File: src/rtl/return_stack_controller_pkg.sv
// Shared branch-type codes, stack defaults and the branch decode helper for the return stack.
// Build option: define RAS_COROU_EN to give COROU its own atomic pop+push behaviour.
package return_stack_controller_pkg;

  localparam int FETCH_RATE_HW   = 4;
  localparam int BRANCH_TYPE_LEN = 3;
  localparam int RAS_DEPTH_DEF   = 16;
  localparam int RAS_PTR_LEN     = $clog2(RAS_DEPTH_DEF);

  localparam logic [BRANCH_TYPE_LEN-1:0] BRANCH_TYPE_NONE  = 3'd0;
  localparam logic [BRANCH_TYPE_LEN-1:0] BRANCH_TYPE_COND  = 3'd1;
  localparam logic [BRANCH_TYPE_LEN-1:0] BRANCH_TYPE_JMP   = 3'd2;
  localparam logic [BRANCH_TYPE_LEN-1:0] BRANCH_TYPE_IJMP  = 3'd3;
  localparam logic [BRANCH_TYPE_LEN-1:0] BRANCH_TYPE_CALL  = 3'd4;
  localparam logic [BRANCH_TYPE_LEN-1:0] BRANCH_TYPE_ICALL = 3'd5;
  localparam logic [BRANCH_TYPE_LEN-1:0] BRANCH_TYPE_RET   = 3'd6;
  localparam logic [BRANCH_TYPE_LEN-1:0] BRANCH_TYPE_COROU = 3'd7;

  typedef enum logic [2:0] {
    ACT_NONE = 3'd0,
    ACT_PUSH = 3'd1,
    ACT_POP  = 3'd2,
    ACT_SWAP = 3'd3,
    ACT_JUMP = 3'd4
  } ras_act_e;

  // Anything other than ACT_NONE ends the slot scan, including plain jumps.
  function automatic ras_act_e decode_branch(input logic [BRANCH_TYPE_LEN-1:0] bt);
    ras_act_e act;
    act = ACT_NONE;
    case (bt)
      BRANCH_TYPE_CALL, BRANCH_TYPE_ICALL: act = ACT_PUSH;
      BRANCH_TYPE_RET:                     act = ACT_POP;
      BRANCH_TYPE_JMP, BRANCH_TYPE_IJMP:   act = ACT_JUMP;
`ifdef RAS_COROU_EN
      BRANCH_TYPE_COROU:                   act = ACT_SWAP;
`else
      BRANCH_TYPE_COROU:                   act = ACT_PUSH;
`endif
      default:                             act = ACT_NONE;
    endcase
    return act;
  endfunction

endpackage

File: src/rtl/return_stack_storage.sv
// Return-address array: one synchronous write port, one asynchronous read port.
// Entries carry no reset; they are only read while the occupancy is non-zero.
module return_stack_storage #(
  parameter int  RAS_DEPTH = 16,
  parameter int  ADDR_LEN  = 64,
  localparam int PTR_W     = $clog2(RAS_DEPTH)
) (
  input  logic                clk,
  input  logic                wr_en,
  input  logic [PTR_W-1:0]    wr_addr,
  input  logic [ADDR_LEN-1:0] wr_data,
  input  logic [PTR_W-1:0]    rd_addr,
  output logic [ADDR_LEN-1:0] rd_data
);

  logic [ADDR_LEN-1:0] mem [RAS_DEPTH];

  always_ff @(posedge clk) begin
    if (wr_en) mem[wr_addr] <= wr_data;
  end

  assign rd_data = mem[rd_addr];

endmodule

File: src/rtl/return_stack_controller.sv
// Return address stack predictor: scans a fetch group, pushes/pops link addresses, supports checkpoint repair.
// Build option: RAS_COROU_EN enables atomic pop+push for COROU (otherwise COROU behaves as ICALL).
module return_stack_controller
  import return_stack_controller_pkg::*;
#(
  parameter int  FETCH_RATE = FETCH_RATE_HW,
  parameter int  RAS_DEPTH  = RAS_DEPTH_DEF,
  parameter int  ADDR_LEN   = 64,
  localparam int PTR_W      = $clog2(RAS_DEPTH),
  localparam int CNT_W      = PTR_W + 1,
  localparam int SLOT_W     = (FETCH_RATE > 1) ? $clog2(FETCH_RATE) : 1
) (
  input  logic                                  clk,
  input  logic                                  rst,
  input  logic                                  Stall,
  input  logic                                  Bubble,
  input  logic [BRANCH_TYPE_LEN*FETCH_RATE-1:0] BranchType_Bus,
  input  logic [ADDR_LEN*FETCH_RATE-1:0]        SlotPC_Bus,
  input  logic [FETCH_RATE-1:0]                 SlotIs16_Bus,
  input  logic                                  Restore,
  input  logic [PTR_W-1:0]                      RestoreTos,
  input  logic [CNT_W-1:0]                      RestoreCount,
  output logic [ADDR_LEN-1:0]                   PredRetAddr,
  output logic                                  PredRetValid,
  output logic [SLOT_W-1:0]                     PredRetSlot,
  output logic [PTR_W-1:0]                      CkptTos,
  output logic [CNT_W-1:0]                      CkptCount,
  output logic                                  Underflow,
  output logic                                  dbg_state,
  output logic [PTR_W-1:0]                      dbg_tos,
  output logic [CNT_W-1:0]                      dbg_count
);

  localparam logic [0:0] ST_RUN    = 1'b0;
  localparam logic [0:0] ST_REPAIR = 1'b1;

  logic [0:0]       state;
  logic [PTR_W-1:0] tos;
  logic [CNT_W-1:0] count;

  logic                act_found;
  logic [SLOT_W-1:0]   act_slot;
  ras_act_e            act_kind;
  logic [ADDR_LEN-1:0] act_pc;
  logic                act_is16;

  always_comb begin
    act_found = 1'b0;
    act_slot  = '0;
    act_kind  = ACT_NONE;
    act_pc    = '0;
    act_is16  = 1'b0;
    for (int i = 0; i < FETCH_RATE; i++) begin
      if (!act_found &&
          decode_branch(BranchType_Bus[i*BRANCH_TYPE_LEN +: BRANCH_TYPE_LEN]) != ACT_NONE) begin
        act_found = 1'b1;
        act_slot  = SLOT_W'(i);
        act_kind  = decode_branch(BranchType_Bus[i*BRANCH_TYPE_LEN +: BRANCH_TYPE_LEN]);
        act_pc    = SlotPC_Bus[i*ADDR_LEN +: ADDR_LEN];
        act_is16  = SlotIs16_Bus[i];
      end
    end
  end

  // Flow control: a group is consumed on a rising edge only when Stall=0 and the FSM is in RUN;
  // Restore is taken on any edge and beats Stall, Bubble and the group.
  logic                group_live;
  logic                empty;
  logic                full;
  logic                do_push;
  logic                do_pop;
  logic                do_swap;
  logic                do_uf;
  logic [PTR_W-1:0]    tos_inc;
  logic [ADDR_LEN-1:0] link_addr;
  logic                wr_en;
  logic [PTR_W-1:0]    wr_addr;
  logic [ADDR_LEN-1:0] rd_data;

  assign group_live = !Restore && !Stall && (state == ST_RUN) && !Bubble;
  assign empty      = (count == '0);
  assign full       = (count == CNT_W'(RAS_DEPTH));
  assign tos_inc    = tos + PTR_W'(1);
  assign link_addr  = act_pc + (act_is16 ? ADDR_LEN'(2) : ADDR_LEN'(4));

  // A swap on an empty stack degenerates into a plain push.
  assign do_push = group_live && ((act_kind == ACT_PUSH) || ((act_kind == ACT_SWAP) && empty));
  assign do_swap = group_live && (act_kind == ACT_SWAP) && !empty;
  assign do_pop  = group_live && (act_kind == ACT_POP) && !empty;
  assign do_uf   = group_live && (act_kind == ACT_POP) && empty;

  assign wr_en   = do_push || do_swap;
  assign wr_addr = do_push ? tos_inc : tos;

  return_stack_storage #(
    .RAS_DEPTH (RAS_DEPTH),
    .ADDR_LEN  (ADDR_LEN)
  ) u_storage (
    .clk     (clk),
    .wr_en   (wr_en),
    .wr_addr (wr_addr),
    .wr_data (link_addr),
    .rd_addr (tos),
    .rd_data (rd_data)
  );

  always_ff @(posedge clk or negedge rst) begin
    if (!rst) begin
      state        <= ST_RUN;
      tos          <= '0;
      count        <= '0;
      PredRetAddr  <= '0;
      PredRetValid <= 1'b0;
      PredRetSlot  <= '0;
      CkptTos      <= '0;
      CkptCount    <= '0;
      Underflow    <= 1'b0;
    end else if (Restore) begin
      state        <= ST_REPAIR;
      tos          <= RestoreTos;
      count        <= RestoreCount;
      CkptTos      <= tos;
      CkptCount    <= count;
      PredRetValid <= 1'b0;
      Underflow    <= 1'b0;
    end else if (!Stall) begin
      // Leaving REPAIR needs no group: group_live is already low for that cycle.
      state        <= ST_RUN;
      CkptTos      <= tos;
      CkptCount    <= count;
      PredRetValid <= 1'b0;
      Underflow    <= do_uf;
      if (do_push) begin
        tos <= tos_inc;
        if (!full) count <= count + CNT_W'(1);
      end
      if (do_pop) begin
        tos   <= tos - PTR_W'(1);
        count <= count - CNT_W'(1);
      end
      if (do_pop || do_swap) begin
        PredRetAddr  <= rd_data;
        PredRetValid <= 1'b1;
        PredRetSlot  <= act_slot;
      end
    end
  end

  assign dbg_state = state[0];
  assign dbg_tos   = tos;
  assign dbg_count = count;

endmodule

File: config.mk
export PLATFORM = sky130hd
export DESIGN_NAME = return_stack_controller
export DESIGN_NICKNAME = d
export VERILOG_FILES = /design/src/rtl/return_stack_controller_pkg.sv /design/src/rtl/return_stack_storage.sv /design/src/rtl/return_stack_controller.sv
export SDC_FILE = /design/constraint.sdc
export NUM_CORES = 1
export LEC_CHECK = 0
export ABC_AREA = 1
export CORE_MARGIN = 8
export CORE_UTILIZATION = 55
export CTS_BUF_LIST = sky130_fd_sc_hd__clkbuf_16
export CTS_CLUSTER_SIZE = 28
export DETAILED_ROUTE_END_ITERATION = 12
export HOLD_SLACK_MARGIN = 0.06
export PLACE_DENSITY = 0.76
export SYNTH_ARGS = -nofsm -noshare
export SYNTH_HDL_FRONTEND = slang
export SYNTH_SLANG_ARGS = --single-unit
File: constraint.sdc
create_clock -name clk -period 7.65 [get_ports clk]
set_input_delay 1.53 -clock clk [delete_from_list [all_inputs] [get_ports clk]]
set_output_delay 1.53 -clock clk [all_outputs]
set_load 0.005 [all_outputs]
==> results.py <==
metrics = {
    "worst_hold_path": {
        "min_from": "PredRetAddr[21]$_DFFE_PN0P_",
        "hold_depth": 2,
        "min_to": "PredRetAddr[21]$_DFFE_PN0P_",
        "hold_path.class": "flop to flop",
    },
    "sta": {
        "tightestPinTransition_ps": 1370,
        "setup_viol": 0,
        "timing.hold.ws_ps": 478,
        "clock_skew_ps": 24.3,
        "max_freq_mhz": 174,
        "setup_tns_ps": 0,
        "slew_headroom": 0.0782,
        "min_period_over_period": 0.750,
        "finalHoldViolCount": 0,
        "maxSlewViolCount": 0,
        "grt_setup_unrepaired": "no",
        "layout_min_cycle_time_ps": 5740,
    },
    "floorplanning": {
        "die-width_um": 310,
        "die_h_um": 310,
        "num_io_pins": 373,
        "core_area_um2": 86300,
        "die-area_um2": 96300,
        "initial_utilization": 0.552,
        "rows": 108,
    },
    "yosys": {
        "synth_area_um2": 47600,
        "synth-xor-area-share": 0.00883,
        "synth_compound_area_frac": 0.114,
        "synth-edff-count": 1024,
        "async_flop_share": 0.0783,
        "syn_nets": 4629,
        "avgSynthCellArea_um2": 11.0,
        "synth_top_family_by_area": "simple AND/OR/NAND/NOR gates",
        "yosysWarnings": 0,
        "muxShareOfSynthArea": 0,
        "ys_types": 41,
        "ys_ff_latch": 1111,
        "synthFlopType": "edfxtp_1",
        "synth-adder-area-share": 0.00268,
        "ys_seq_area_frac": 0.691,
        "synth_simple_gate_area_frac": 0.148,
        "syn_inst": 4334,
    },
    "worst_setup_path": {
        "crit_arrival_ps": 6030,
        "reg2reg_slack_ps": 3130,
        "crit_required_ps": 7940,
        "rr_worst_depth": 9,
        "cp_cell_sequence": "clkdlybuf4s50_1 > nor2_4 > buf_4 > nand2_4 > nor2_8 > nand2_4 > inv_2 > a21oi_1 > inv_1 > ha_1 > fa_1 > nand3_1 > nor2_4 > nand2_1 > nor2_2 > nand3_1 > xnor2_1",
        "critPathKind": "input port to flop",
        "critPathLaunchType": "input port",
        "critPathMaxFanout": 40,
        "crit_family": "simple AND/OR/NAND/NOR gates",
        "end_kind": "flop",
        "r2r_start": "dbg_tos[0]$_DFFE_PN0P_",
        "r2r-end": "PredRetAddr[26]$_DFFE_PN0P_",
        "critical_path_buf_inv_count": 4,
        "slowest_delay_ps": 1100,
        "cp_slowest_cell": "xnor2_1",
    },
    "power_and_ir_drop": {
        "p_per_area_nw_per_um2": 250,
        "ir_worst_vdd_uv": 188,
        "p_leak_nw": 19.8,
    },
    "global_route": {
        "gr-usage-all-layers": 0.289,
        "grt_pass1_wl_um": 210000,
        "antenna_found_initial": 3,
        "gr-total-overflow": 0,
        "grt_max_degree": 139,
        "grt_pass1_vias": 34700,
    },
    "flow_run": {
        "maxCapViolCount": 0,
    },
    "clocking": {
        "postCtsSetupBuffers": 0,
        "clkLatencyLatePin_ps": 680,
        "clock_sinks": 1111,
        "ctsHoldBuffers": 0,
        "cts_tree": "built",
        "path_clk_slew_ps": 60,
        "clock_path_buffers": 3,
        "root_buffer": "clkbuf_16",
        "ctsResizeCount": 0,
        "h-tree-depth": 3,
        "cts_buffers": 104,
    },
    "cells_and_area": {
        "final-seq-area_um2": 32900,
        "drive_gt1_frac": 0.0696,
        "n_fill_cell": 6390,
        "area_delta_synth_final_pct": 17.9,
        "multi_input_area_um2": 13200,
        "nNetsFinal": 4934,
    },
    "routing": {
        "initialDrtViolationCount": 4481,
        "drcViolationCount": 0,
        "dr_total_vias": 35500,
        "routedWlPerCell_um": 24.1,
        "routed_via_density": 6.04,
        "dr.pass1.iters": 6,
        "ant_nets": 0,
        "routed_wl_um": 142000,
    },
    "place": {
        "io_buffers": 372,
        "hpwlAfterDp_um": 89400,
        "gp_congestion": 1.00,
    },
    "outcome": {
        "status": "completed",
    },
}
[layer usage]
layer  up-vias  routed length (um)  GRT usage
met4         2                6890      0.136
met5         -                  12          0
met2      2193               67800      0.476
met1     17100               52300      0.372
li1      15900                   -          -
met3       341               15100     0.0552
[area by class of cell]
type                       instances  share of cell area
clock inverter                    92              0.0162
inverter                         152              0.0104
clock buffer                     104              0.0463
sequential                      1111               0.586
tap                             1155              0.0257
multi-input combinational       2806               0.235
antenna                            1           0.0000445
timing repair buffer             464              0.0803
[registers in the layout, summed over array words and instances (netlist names)]
register / count
u_storage.mem: 1024
PredRetAddr: 64
CkptCount: 5
dbg_count: 5
CkptTos: 4
dbg_tos: 4
PredRetSlot: 2
PredRetValid: 1
Underflow: 1
dbg_state: 1
[cells by family (layout without fill, tap and decap cells)]
family,count (synthesis),count (layout)
other,0,1
XOR/XNOR,48,48
AND/OR/NAND/NOR,1755,1755
AO/OA/AOI/OAI,994,994
buffers and inverters,417,812
adder cells (fa/ha/maj),9,9
flip-flops,1111,1111
[how the worst max path moves through the flow]
stage / start / end / slack, ps / cells after the start
finish: BranchType_Bus[1] / u_storage.mem[15][47]$_DFFE_PP_ / 1910 / 17
global route: BranchType_Bus[1] / u_storage.mem[15][47]$_DFFE_PP_ / 1630 / 17
CTS: BranchType_Bus[1] / u_storage.mem[15][47]$_DFFE_PP_ / 1980 / 17
detailed placement: BranchType_Bus[1] / u_storage.mem[3][47]$_DFFE_PP_ / 1290 / 17
global placement: BranchType_Bus[8] / u_storage.mem[10][47]$_DFFE_PP_ / 1430 / 15
floorplan: BranchType_Bus[7] / u_storage.mem[10][0]$_DFFE_PP_ / 1640 / 12
[through the flow]
stage | cells | worst slack (ps) | utilization | area, um^2 | total power [mW]
after floorplan | 4334 | 1640 | - | 47600 | 8.01
after global placement | 5688 | 1430 | 0.610 | 52700 | 8.88
after detailed placement | 5688 | 1290 | 0.610 | 52700 | 8.92
after CTS | 5884 | 1980 | 0.651 | 56200 | 14.1
after global routing | 5884 | 1630 | 0.651 | 56200 | 14.5
final | 5885 | 1910 | 0.651 | 56200 | 14.1
[cells in the final DEF (no fill, tap or decap), types with 7 or more instances in the layout]
master | netlist | layout
o22ai_1 | 308 | 308
buf_4 | 7 | 85
xnor2_1 | 21 | 21
xor2_1 | 27 | 27
edfxtp_1 | 1024 | 1024
clkbuf_16 | 0 | 104
dfrtp_1 | 87 | 83
o32ai_1 | 12 | 12
bufinv_16 | 0 | 15
buf_12 | 0 | 8
clkinv_1 | 4 | 23
nand4_1 | 17 | 17
nand2_2 | 9 | 10
clkinv_2 | 0 | 19
nand3b_1 | 10 | 10
nor2_2 | 12 | 13
inv_2 | 12 | 14
nor2_1 | 884 | 867
nor2_4 | 6 | 22
ha_1 | 7 | 7
inv_1 | 136 | 154
nand3_1 | 146 | 146
o21ai_0 | 654 | 654
nand2_1 | 650 | 649
clkdlybuf4s50_1 | 0 | 371
[Yosys cell counts (5+ instances only)]
library cell / number / share of area
clkbuf_1: 213 / 0.017
nand2_2: 9 / 0.0012
ha_1: 7 / 0.0018
nand3b_1: 10 / 0.0016
o21ai_0: 654 / 0.069
buf_1: 11 / 0.00087
nor3_2: 5 / 0.0011
inv_2: 12 / 0.00095
nor2_1: 884 / 0.070
nand3_2: 6 / 0.0013
nand3_1: 146 / 0.015
nor2_2: 12 / 0.0016
dfrtp_1: 87 / 0.046
nand2_1: 650 / 0.051
xnor2_1: 21 / 0.0039
o32ai_1: 12 / 0.0022
inv_1: 136 / 0.011
o22ai_1: 308 / 0.040
edfxtp_1: 1024 / 0.65
xor2_1: 27 / 0.0050
nand4_1: 17 / 0.0022
nor2_4: 6 / 0.0014
buf_2: 31 / 0.0033
o21ai_1: 6 / 0.00063
buf_4: 7 / 0.0011
[worst min-delay path, delay by kind of cell, from the launching register on]
family	cells	cell delay, ps
flip-flops	1	340
AND/OR/NAND/NOR	2	100
[power by group]
group          leakage (nW)  switching, mW  internal [mW]  total [mW]
clock                  1.79           2.25           3.01        5.25
combinational          7.70           1.20          0.690        1.89
sequential             10.4         0.0957           6.83        6.93
total                  19.8           3.54           10.5        14.1
(Power assumes the default switching activity.)
